`src/rtl/voltmeter_level_sampler_pkg.sv`:
```
`default_nettype none
// ============================================================================
// Module   : voltmeter_pkg
// Brief    : Shared types, default constants and parameter check for the
//            voltmeter level sampler.
// Revision : 1.0
// ============================================================================
package voltmeter_pkg;

    typedef enum logic [0:0] {
        SETTLE = 1'b0,
        RUN    = 1'b1
    } state_t;

    localparam int WINDOW_BITS_D = 10;
    localparam int TH1_D         = 256;
    localparam int TH2_D         = 512;
    localparam int TH3_D         = 768;
    localparam int HYST_D        = 16;

    // Legal settings keep the three level bits a thermometer code at all times.
    function automatic bit params_legal(input int wb, input int th1, input int th2,
                                        input int th3, input int hyst);
        return (wb >= 1) && (wb <= 30) &&
               (th1 < th2) && (th2 < th3) && (th3 <= (1 << wb)) &&
               (hyst >= 0) && (hyst < th1) &&
               (th2 - hyst >= th1) && (th3 - hyst >= th2);
    endfunction

endpackage
`default_nettype wire

```
`src/rtl/voltmeter_level_sampler_if.sv`:
```
`default_nettype none
// ============================================================================
// Module   : voltmeter_level_sampler_if
// Brief    : Comparator/feedback loop and thermometer level outputs.
// Revision : 1.0
// ============================================================================
interface voltmeter_level_sampler_if;

    logic cmp_in;
    logic fb_out;
    logic BoogerA;
    logic BoogerB;
    logic BoogerC;
    logic sample_valid;

    modport master (
        output cmp_in,
        input  fb_out,
        input  BoogerA,
        input  BoogerB,
        input  BoogerC,
        input  sample_valid
    );

    modport slave (
        input  cmp_in,
        output fb_out,
        output BoogerA,
        output BoogerB,
        output BoogerC,
        output sample_valid
    );

endinterface
`default_nettype wire

```
`src/rtl/voltmeter_level_sampler_sync2.sv`:
```
`default_nettype none
// ============================================================================
// Module   : sync2
// Brief    : Two-flop synchroniser with synchronous active-high reset.
// Revision : 1.0
// ============================================================================
module sync2 (
    input  wire logic clk,
    input  wire logic rst,
    input  wire logic i_d,
    output logic      o_q
);

    logic r_meta;
    logic r_sync;

    always_ff @(posedge clk) begin
        if (rst) begin
            r_meta <= 1'b0;
            r_sync <= 1'b0;
        end else begin
            r_meta <= i_d;
            r_sync <= r_meta;
        end
    end

    assign o_q = r_sync;

endmodule
`default_nettype wire

```
`src/rtl/voltmeter_level_sampler.sv`:
```
`default_nettype none
// ============================================================================
// Module   : voltmeter_level_sampler
// Brief    : Sigma-delta density counter producing a 3-bit thermometer level
//            with per-bit hysteresis, refreshed once per window.
// Revision : 1.0
// ============================================================================
module voltmeter_level_sampler
    import voltmeter_pkg::*;
#(
    parameter int WINDOW_BITS = WINDOW_BITS_D,
    parameter int TH1         = TH1_D,
    parameter int TH2         = TH2_D,
    parameter int TH3         = TH3_D,
    parameter int HYST        = HYST_D
) (
    input  wire logic                clk,
    input  wire logic                rst,
    voltmeter_level_sampler_if.slave bus
);

    localparam int CNT_W = WINDOW_BITS + 1;

    localparam logic [CNT_W-1:0] C_TH1_SET = CNT_W'(TH1);
    localparam logic [CNT_W-1:0] C_TH2_SET = CNT_W'(TH2);
    localparam logic [CNT_W-1:0] C_TH3_SET = CNT_W'(TH3);
    localparam logic [CNT_W-1:0] C_TH1_CLR = CNT_W'(TH1 - HYST);
    localparam logic [CNT_W-1:0] C_TH2_CLR = CNT_W'(TH2 - HYST);
    localparam logic [CNT_W-1:0] C_TH3_CLR = CNT_W'(TH3 - HYST);

    generate
        if (!params_legal(WINDOW_BITS, TH1, TH2, TH3, HYST)) begin : g_param_check
            $fatal(1, "voltmeter_level_sampler: illegal threshold/hysteresis parameters");
        end
    endgenerate

    logic                   w_cmp_s;
    logic                   r_fb;
    logic [WINDOW_BITS-1:0] r_win;
    logic [CNT_W-1:0]       r_ones;
    logic [CNT_W-1:0]       w_count_final;
    logic                   w_win_end;
    state_t                 r_state;
    state_t                 w_state_next;
    logic                   w_update;
    logic [2:0]             r_lvl;        // {C, B, A}
    logic [2:0]             w_lvl_next;
    logic                   r_valid;

    sync2 u_sync2 (
        .clk (clk),
        .rst (rst),
        .i_d (bus.cmp_in),
        .o_q (w_cmp_s)
    );

    // The window-end sample is folded in here so no ones are lost at the wrap.
    assign w_win_end     = &r_win;
    assign w_count_final = r_ones + CNT_W'(r_fb);

    always_ff @(posedge clk) begin
        if (rst) begin
            r_fb   <= 1'b0;
            r_win  <= '0;
            r_ones <= '0;
        end else begin
            r_fb   <= w_cmp_s;
            r_win  <= r_win + WINDOW_BITS'(1);
            r_ones <= w_win_end ? '0 : w_count_final;
        end
    end

    function automatic logic hyst_bit(input logic             cur,
                                      input logic [CNT_W-1:0] cnt,
                                      input logic [CNT_W-1:0] th_set,
                                      input logic [CNT_W-1:0] th_clr);
        if (!cur) begin
            return (cnt >= th_set);
        end
        return !(cnt < th_clr);
    endfunction

    always_comb begin
        w_lvl_next    = r_lvl;
        w_lvl_next[0] = hyst_bit(r_lvl[0], w_count_final, C_TH1_SET, C_TH1_CLR);
        w_lvl_next[1] = hyst_bit(r_lvl[1], w_count_final, C_TH2_SET, C_TH2_CLR);
        w_lvl_next[2] = hyst_bit(r_lvl[2], w_count_final, C_TH3_SET, C_TH3_CLR);
    end

    always_ff @(posedge clk) begin
        if (rst) begin
            r_state <= SETTLE;
        end else begin
            r_state <= w_state_next;
        end
    end

    // The first window after reset only primes the integrator loop.
    always_comb begin
        w_state_next = r_state;
        w_update     = 1'b0;
        case (r_state)
            SETTLE: begin
                if (w_win_end) begin
                    w_state_next = RUN;
                end
            end
            RUN: begin
                if (w_win_end) begin
                    w_update = 1'b1;
                end
            end
            default: begin
                w_state_next = SETTLE;
            end
        endcase
    end

    always_ff @(posedge clk) begin
        if (rst) begin
            r_lvl   <= 3'b000;
            r_valid <= 1'b0;
        end else begin
            r_valid <= w_update;
            if (w_update) begin
                r_lvl <= w_lvl_next;
            end
        end
    end

    assign bus.fb_out       = r_fb;
    assign bus.BoogerA      = r_lvl[0];
    assign bus.BoogerB      = r_lvl[1];
    assign bus.BoogerC      = r_lvl[2];
    assign bus.sample_valid = r_valid;

endmodule
`default_nettype wire

```
`src/flat_wrapper.sv`:
```
// flat-port wrapper written by rule: the top's interface ports become plain ports
module voltmeter_level_sampler_flat import voltmeter_pkg::*;
#(
    parameter int WINDOW_BITS = WINDOW_BITS_D,
    parameter int TH1         = TH1_D,
    parameter int TH2         = TH2_D,
    parameter int TH3         = TH3_D,
    parameter int HYST        = HYST_D
)
  (clk, rst, bus_cmp_in, bus_fb_out, bus_BoogerA, bus_BoogerB, bus_BoogerC, bus_sample_valid);
  voltmeter_level_sampler_if bus_i ();
  input  wire logic clk;
  input  wire logic rst;
  input wire logic [$bits(bus_i.cmp_in)-1:0] bus_cmp_in;
  output wire logic [$bits(bus_i.fb_out)-1:0] bus_fb_out;
  output wire logic [$bits(bus_i.BoogerA)-1:0] bus_BoogerA;
  output wire logic [$bits(bus_i.BoogerB)-1:0] bus_BoogerB;
  output wire logic [$bits(bus_i.BoogerC)-1:0] bus_BoogerC;
  output wire logic [$bits(bus_i.sample_valid)-1:0] bus_sample_valid;
  assign bus_i.cmp_in = bus_cmp_in;
  assign bus_fb_out = bus_i.fb_out;
  assign bus_BoogerA = bus_i.BoogerA;
  assign bus_BoogerB = bus_i.BoogerB;
  assign bus_BoogerC = bus_i.BoogerC;
  assign bus_sample_valid = bus_i.sample_valid;
  voltmeter_level_sampler #(.WINDOW_BITS(WINDOW_BITS), .TH1(TH1), .TH2(TH2), .TH3(TH3), .HYST(HYST)) u_core (.clk(clk), .rst(rst), .bus(bus_i));
endmodule
```
`config.mk`:
```
export PLATFORM = sky130hd
export DESIGN_NAME = voltmeter_level_sampler_flat
export DESIGN_NICKNAME = d
export VERILOG_FILES = /design/src/rtl/voltmeter_level_sampler_pkg.sv /design/src/rtl/voltmeter_level_sampler_if.sv /design/src/rtl/voltmeter_level_sampler_sync2.sv /design/src/rtl/voltmeter_level_sampler.sv /design/src/flat_wrapper.sv
export SDC_FILE = /design/constraint.sdc
export NUM_CORES = 1
export LEC_CHECK = 0
export BUFFER_PORTS_ARGS = -buffer_cell sky130_fd_sc_hd__buf_2
export CELL_PAD_IN_SITES_DETAIL_PLACEMENT = 2
export CELL_PAD_IN_SITES_GLOBAL_PLACEMENT = 2
export CORE_UTILIZATION = 36
export CTS_BUF_LIST = sky130_fd_sc_hd__clkbuf_16
export DETAILED_ROUTE_END_ITERATION = 10
export GPL_TIMING_DRIVEN = 0
export MAX_ROUTING_LAYER = met4
export PLACE_DENSITY = 0.8
export SYNTH_ARGS = -nofsm -noshare
export SYNTH_HDL_FRONTEND = slang
export SYNTH_HIERARCHICAL = 1
export SYNTH_SLANG_ARGS = --single-unit
export TNS_END_PERCENT = 1
```
`constraint.sdc`:
```
create_clock -name clk -period 2.4 [get_ports clk]
set_input_delay 0.24 -clock clk [delete_from_list [all_inputs] [get_ports clk]]
set_output_delay 0.24 -clock clk [all_outputs]
set_load 0.005 [all_outputs]
```
==> run metrics, run 1 <==
xor/xnor share of the synthesized area 11.62%; setup bufs post-CTS 0; Hold Path Class input port to flop; first-pass GRT wire length 5175 µm; Slew @ Worst Pin 478.2 ps; DR iter-0 viols 32; CTS tree built; fin crit period 2014 ps; Final Util 45.68%; Area Growth Syn to Fin 19.92%; top post-synthesis cells by count 29 x dfxtp_1, 22 x nor2_1, 12 x nand3_1; largest family of logic cells by synthesized area simple AND/OR/NAND/NOR gates; GRT overflow 0; final RePlAce weighted congestion 0.7273; fin nets 162; number of H-tree levels 2; drt first pass iters 4; Req. time, crit path 2590 ps; DR DRC count 0; achievable frequency 0.4964 GHz; antenna fix cells 0; met2 Use GR 33.18%; Post-Syn Area 1281 µm²; CP endpoint kind flop; Die Area 3801 µm²; R2R cell count 8; total global-route track usage 20.32%; CTS Buf Count 5; Total Power 1211 µW; clk slew on worst S/H paths 50 ps; peak supply drop 0.3625 mV; RSZ-0062 raised after global routing false; M1 GR Usage 22.49%; Setup WS pre-CTS 377.5 ps; final wirelength 3100 µm; Post-Syn Nets 148; M3 GR Usage 7.563%; crit path launch u_core/bus.fb_out; Clock Sinks 29; die height 61.66 µm; synthesized netlist cell count 142; status finished, final reports clean; R2R Setup Slk 390 ps; Yosys reg bits 29; clock root cell clkbuf_16; PortBufs 7; Clock Skews 2.602 ps; Sum Neg Setup Slack 0 ps; Post-Synth Simple-Gate Area 26.95%; top-level I/O count 8; count leader, synth dfxtp_1; vias in the first global route 1107; Seq/Total Area, Yosys 45.31%; ANT nets after route 0; Yosys Warn Count 6; Site Rows 21; R2R Path End u_core/r_lvl[2]; EDFF count, synth 0; final setup vio count 0; Post-Synth Adder-Cell Area 2.930%; number of max-cap violations 0; post-cts sizing count 0; share of synthesized registers carrying an async set or reset 0%; reg2reg start u_core/bus.fb_out; clock latency on the worst-skew pair 270 ps; area leader, netlist dfxtp_1; vias per cell 5.246; crit path to u_core/r_lvl[2]; initial antenna violation count 0; relative slew slack 68.12%; Unique masters post-synth 30; FILL cells 398; HPWL after DPL 2186 µm; chip width 61.66 µm; CP Launch Type flop; leading register cell type out of synthesis dfxtp_1; crit-path max FO 8; Initial Util 38.10%; Synth area leaders dfxtp_1 45%, xor2_1 6.8%, nor2_1 6.4%, xnor2_1 4.8%, nand3_1 4.7%; WP data arrival 2210 ps; post-synth top area share 45.31%; Lkg Pwr 0.0005558 µW; Synth Area in Compound Gates 8.105%; Core ar. 3363 µm²; Setup WS post-layout 385.6 ps; share of cells above drive strength 1 13.38%; final cycle utilization of the critical path 83.93%; multiplexer share of the synthesized area 1.563%; most used routing layer met2; Synth Area per Inst 9.023 µm²; Worst Setup Path Type flop to flop; Final Max Slew Viols 0; Pwr per Cell Area 788.2 nW/µm²; largest net degree at the start of global routing 11; Routed wire per std cell 15.27 µm; Hold Fails Final Rpt 0; Post-CTS Hold Buffers 0; clk buf depth 2; vias 1065
[flip-flops by register name (all words and copies together) (netlist names)]
signal	cells
u_core/bus.sample_valid	1
u_core/u_sync2/o_q	1
u_core/r_state	1
u_core/u_sync2/r_meta	1
u_core/r_lvl	3
u_core/r_win	10
u_core/r_ones	11
u_core/bus.fb_out	1
[cell usage in the layout, fill, tap and decap left out]
cell       netlist  layout
a21oi_1          3       3
and2_1           1       1
clkinv_1         0       1
and3_1           1       1
dfxtp_1         29      29
nand3b_1         2       2
bufinv_16        0       1
mux2i_1          2       2
and3_2           1       1
or3_4            1       1
ha_1             3       3
inv_1            2       3
clkbuf_1         6       6
o311ai_1         1       1
nand4_1          6       6
nor3_1           2       2
xor2_1          10      10
nand2_1          5       5
or3_1            2       2
and4_1           3       3
or4b_4           1       1
xnor2_1          7       7
a211oi_1         1       1
nor2b_1          4       4
o21ai_0          4       4
clkbuf_16        0       5
or2_1            1       1
nand3_1         12      12
a31oi_4          1       1
buf_2            3      10
or2_2            1       1
nor2_1          22      22
a31oi_1          5       5
[how the worst min path moves through the flow]
stage | start | endpoint | slack, ps | depth (start not counted)
2_1_floorplan | rst | u_core/u_sync2/o_q | 310 | 1
3_3_place_gp | rst | u_core/u_sync2/r_meta | 430 | 2
3_5_place_dp | u_core/u_sync2/r_meta | u_core/u_sync2/o_q | 430 | 1
4_1_cts | rst | u_core/u_sync2/r_meta | 150 | 2
5_1_grt | rst | u_core/u_sync2/r_meta | 160 | 2
6_report | rst | u_core/u_sync2/o_q | 150 | 2
[cell type report]
type / count / area, µm² / area share (%)
multi-input combinational: 102 / 655.6 / 42.67
sequential: 29 / 580.6 / 37.79
clock inverter: 3 / 37.54 / 2.443
tap: 46 / 57.56 / 3.746
inverter: 2 / 7.507 / 0.4886
timing repair buffer: 7 / 35.03 / 2.280
clock buffer: 5 / 125.1 / 8.143
buffer: 9 / 37.54 / 2.443
[through the flow]
stage / hold slack, ps / cells / area, µm²
floorplan: 311.6 / 142 / 1281
global placement: 427.0 / 195 / 1374
detailed placement: 431.3 / 195 / 1374
CTS: 150.2 / 203 / 1536
global route: 156.7 / 203 / 1536
finish: 151.0 / 203 / 1536
[kinds of logic after synthesis]
kind of cell / count (synthesis)
AOI/OAI and AO/OA: 15
and+or+nand+nor: 65
DFF: 29
muxes: 2
xor gates and xnor gates: 17
adders and majority gates: 3
buffers and inverters: 11
[critical path: stages (launching register included)]
cell and delay [ps]:
dfxtp_1 310, ha_1 240, ha_1 230, and3_2 220, buf_2 180, or3_4 350, a31oi_4 170, nand3_1 100
a31oi_1 150
[where the power goes]
part	switching (µW)	total (µW)	internal, µW
clock	210	691	481
sequential	3.78	493	489
combinational	17.6	27.3	9.70
total	231	1210	980
[layer usage]
layer / part of all wire [%] / routed length, µm / up-vias
met5: 0 / 0 / -
met4: 1.5 / 48 / 0
met3: 3.2 / 100 / 7
met2: 51 / 1583 / 14
met1: 44 / 1367 / 527
li1: - / - / 517
Power figures use the tool's default switching activity.
==> run 2, diff against run 1 <==
Clock period 2.4 ns to 1.9 ns, I/O delays scaled along.
==> run metrics, run 2 (synthesis gave the netlist of run 1 again) <==
largest net degree at the start of global routing 11; Worst Setup Path Type flop to flop; most flop-heavy register u_core/r_ones; status finished, final reports clean; clock latency on the worst-skew pair 270 ps; antenna fix cells 0; Largest register FFs 11; first-pass GRT wire length 5133 µm; Power Internal 1238 µW; Routed wire per std cell 15.50 µm; placed cell areas 1374 µm²; Total Power 1533 µW; achievable frequency 0.5481 GHz; Comb pwr share 2.3%; vias per cell 5.249; PortBufs 7; Req. time, crit path 2090 ps; WP data arrival 2020 ps; crit-path max FO 8; clk slew on worst S/H paths 50 ps; final RePlAce weighted congestion 0.7273; fin nets 160; relative slew slack 67.90%; total global-route track usage 20.22%; vias in the first global route 1089; DR iter-0 viols 35; clock share of power 57.1%; Regs by FF count u_core/r_ones (11), u_core/r_win (10), u_core/r_lvl (3); final wirelength 3116 µm; Post-CTS Hold Buffers 0; Slew @ Worst Pin 481.5 ps; CTS Buf Count 5; top-level I/O count 8; number of H-tree levels 2; HPWL after DPL 2186 µm; fin crit period 1825 ps; die height 61.66 µm; Flop pwr share 40.7%; final setup vio count 0; Core ar. 3363 µm²; Clock Sinks 29; peak supply drop 0.4602 mV; DR DRC count 0; commonest non-fill, non-tap cell in the layout dfxtp_1; RSZ-0062 raised after global routing false; Sw Pwr 294.4 µW; Hold Fails Final Rpt 0; Switching Share 19.21%; most frequent cells in the layout 29 x dfxtp_1, 22 x nor2_1, 11 x nand3_1, 10 x xor2_1, 9 x buf_2; Initial Util 38.10%; Design Area, Final 1543 µm²; chip width 61.66 µm; Clock Skews 2.598 ps; Site Rows 21; CP Launch Type flop; Lkg Pwr 0.0005422 µW; GRT overflow 0; vias 1055; CTS tree built; ANT nets after route 0; drt first pass iters 4; Final Max Slew Viols 0; Area Growth Syn to Fin 20.41%; clk buf depth 2; final cycle utilization of the critical path 96.03%; setup bufs post-CTS 0; initial antenna violation count 0; number of max-cap violations 0; Pwr per Cell Area 993.4 nW/µm²; share of cells above drive strength 1 15.48%; Hold Path Class input port to flop; clock root cell clkbuf_16; Die Area 3801 µm²; CP endpoint kind flop
## run 2: changes by cell type in the layout (fill, tap and decap cells not counted), sizes merged
cell | previous run | this run
buf | 10 | 9
clkbuf | 11 | 10
## run 2: worst max-delay path: stages (launching register included)
cell	delay (ps)
dfxtp_1	320
ha_2	210
ha_2	190
and3_4	220
or3_4	340
a31oi_4	220
nand3_1	100
a31oi_1	150
## run 2: per-layer routing
layer	up-vias	GRT usage [%]	part of all wire, %
met1	527	22.98	44
li1	510	-	-
met5	-	-	0
met3	5	7.563	3.0
met2	13	32.26	51
met4	0	7.619	1.8
## run 2: per-stage QoR
stage	worst slack [ps]	setup TNS [ps]	hold slack [ps]	utilization [%]	cells
final	75.49	0	101.3	45.87	201
after global routing	4.984	0	106.4	45.87	201
after floorplan	48.20	0	261.6	-	142
after global placement	-48.08	-117.2	377.0	40.85	195
after CTS	73.47	0	100.2	45.68	201
after detailed placement	-122.5	-310.7	386.7	40.85	195
## run 2: path summary, 6_finish.rpt
path,startpoint,end,slack (ps),cells past startpoint
worst max-delay path,u_core/bus.fb_out,u_core/r_lvl[2],80,7
worst min register to register,u_core/u_sync2/r_meta,u_core/u_sync2/o_q,440,1
worst max register to register,u_core/bus.fb_out,u_core/r_lvl[2],80,7
worst min-delay path,rst,u_core/u_sync2/o_q,100,2
## run 2: final cells by class
class	instances	area [µm²]
Buffer	7	28.78
Clock buffer	5	125.1
Clock inverter	3	37.54
Fill cell	396	1821
Inverter	2	7.507
Multi-Input combinational cell	102	670.6
Sequential cell	29	580.6
Tap cell	46	57.56
Timing Repair Buffer	7	35.03
## run 2: power by group through the flow
stage	sequential, µW	clock [µW]	combinational (µW)
floorplan	634	0	22.6
global placement	635	0	32.3
detailed placement	635	0	34.7
CTS	623	888	35.6
global route	624	920	39.8
finish	623	874	34.8
## run 2: timing repair
action,in CTS,in global routing
resized for setup,3,2
pin swaps,1,0
endpoints found under the setup margin,3,2
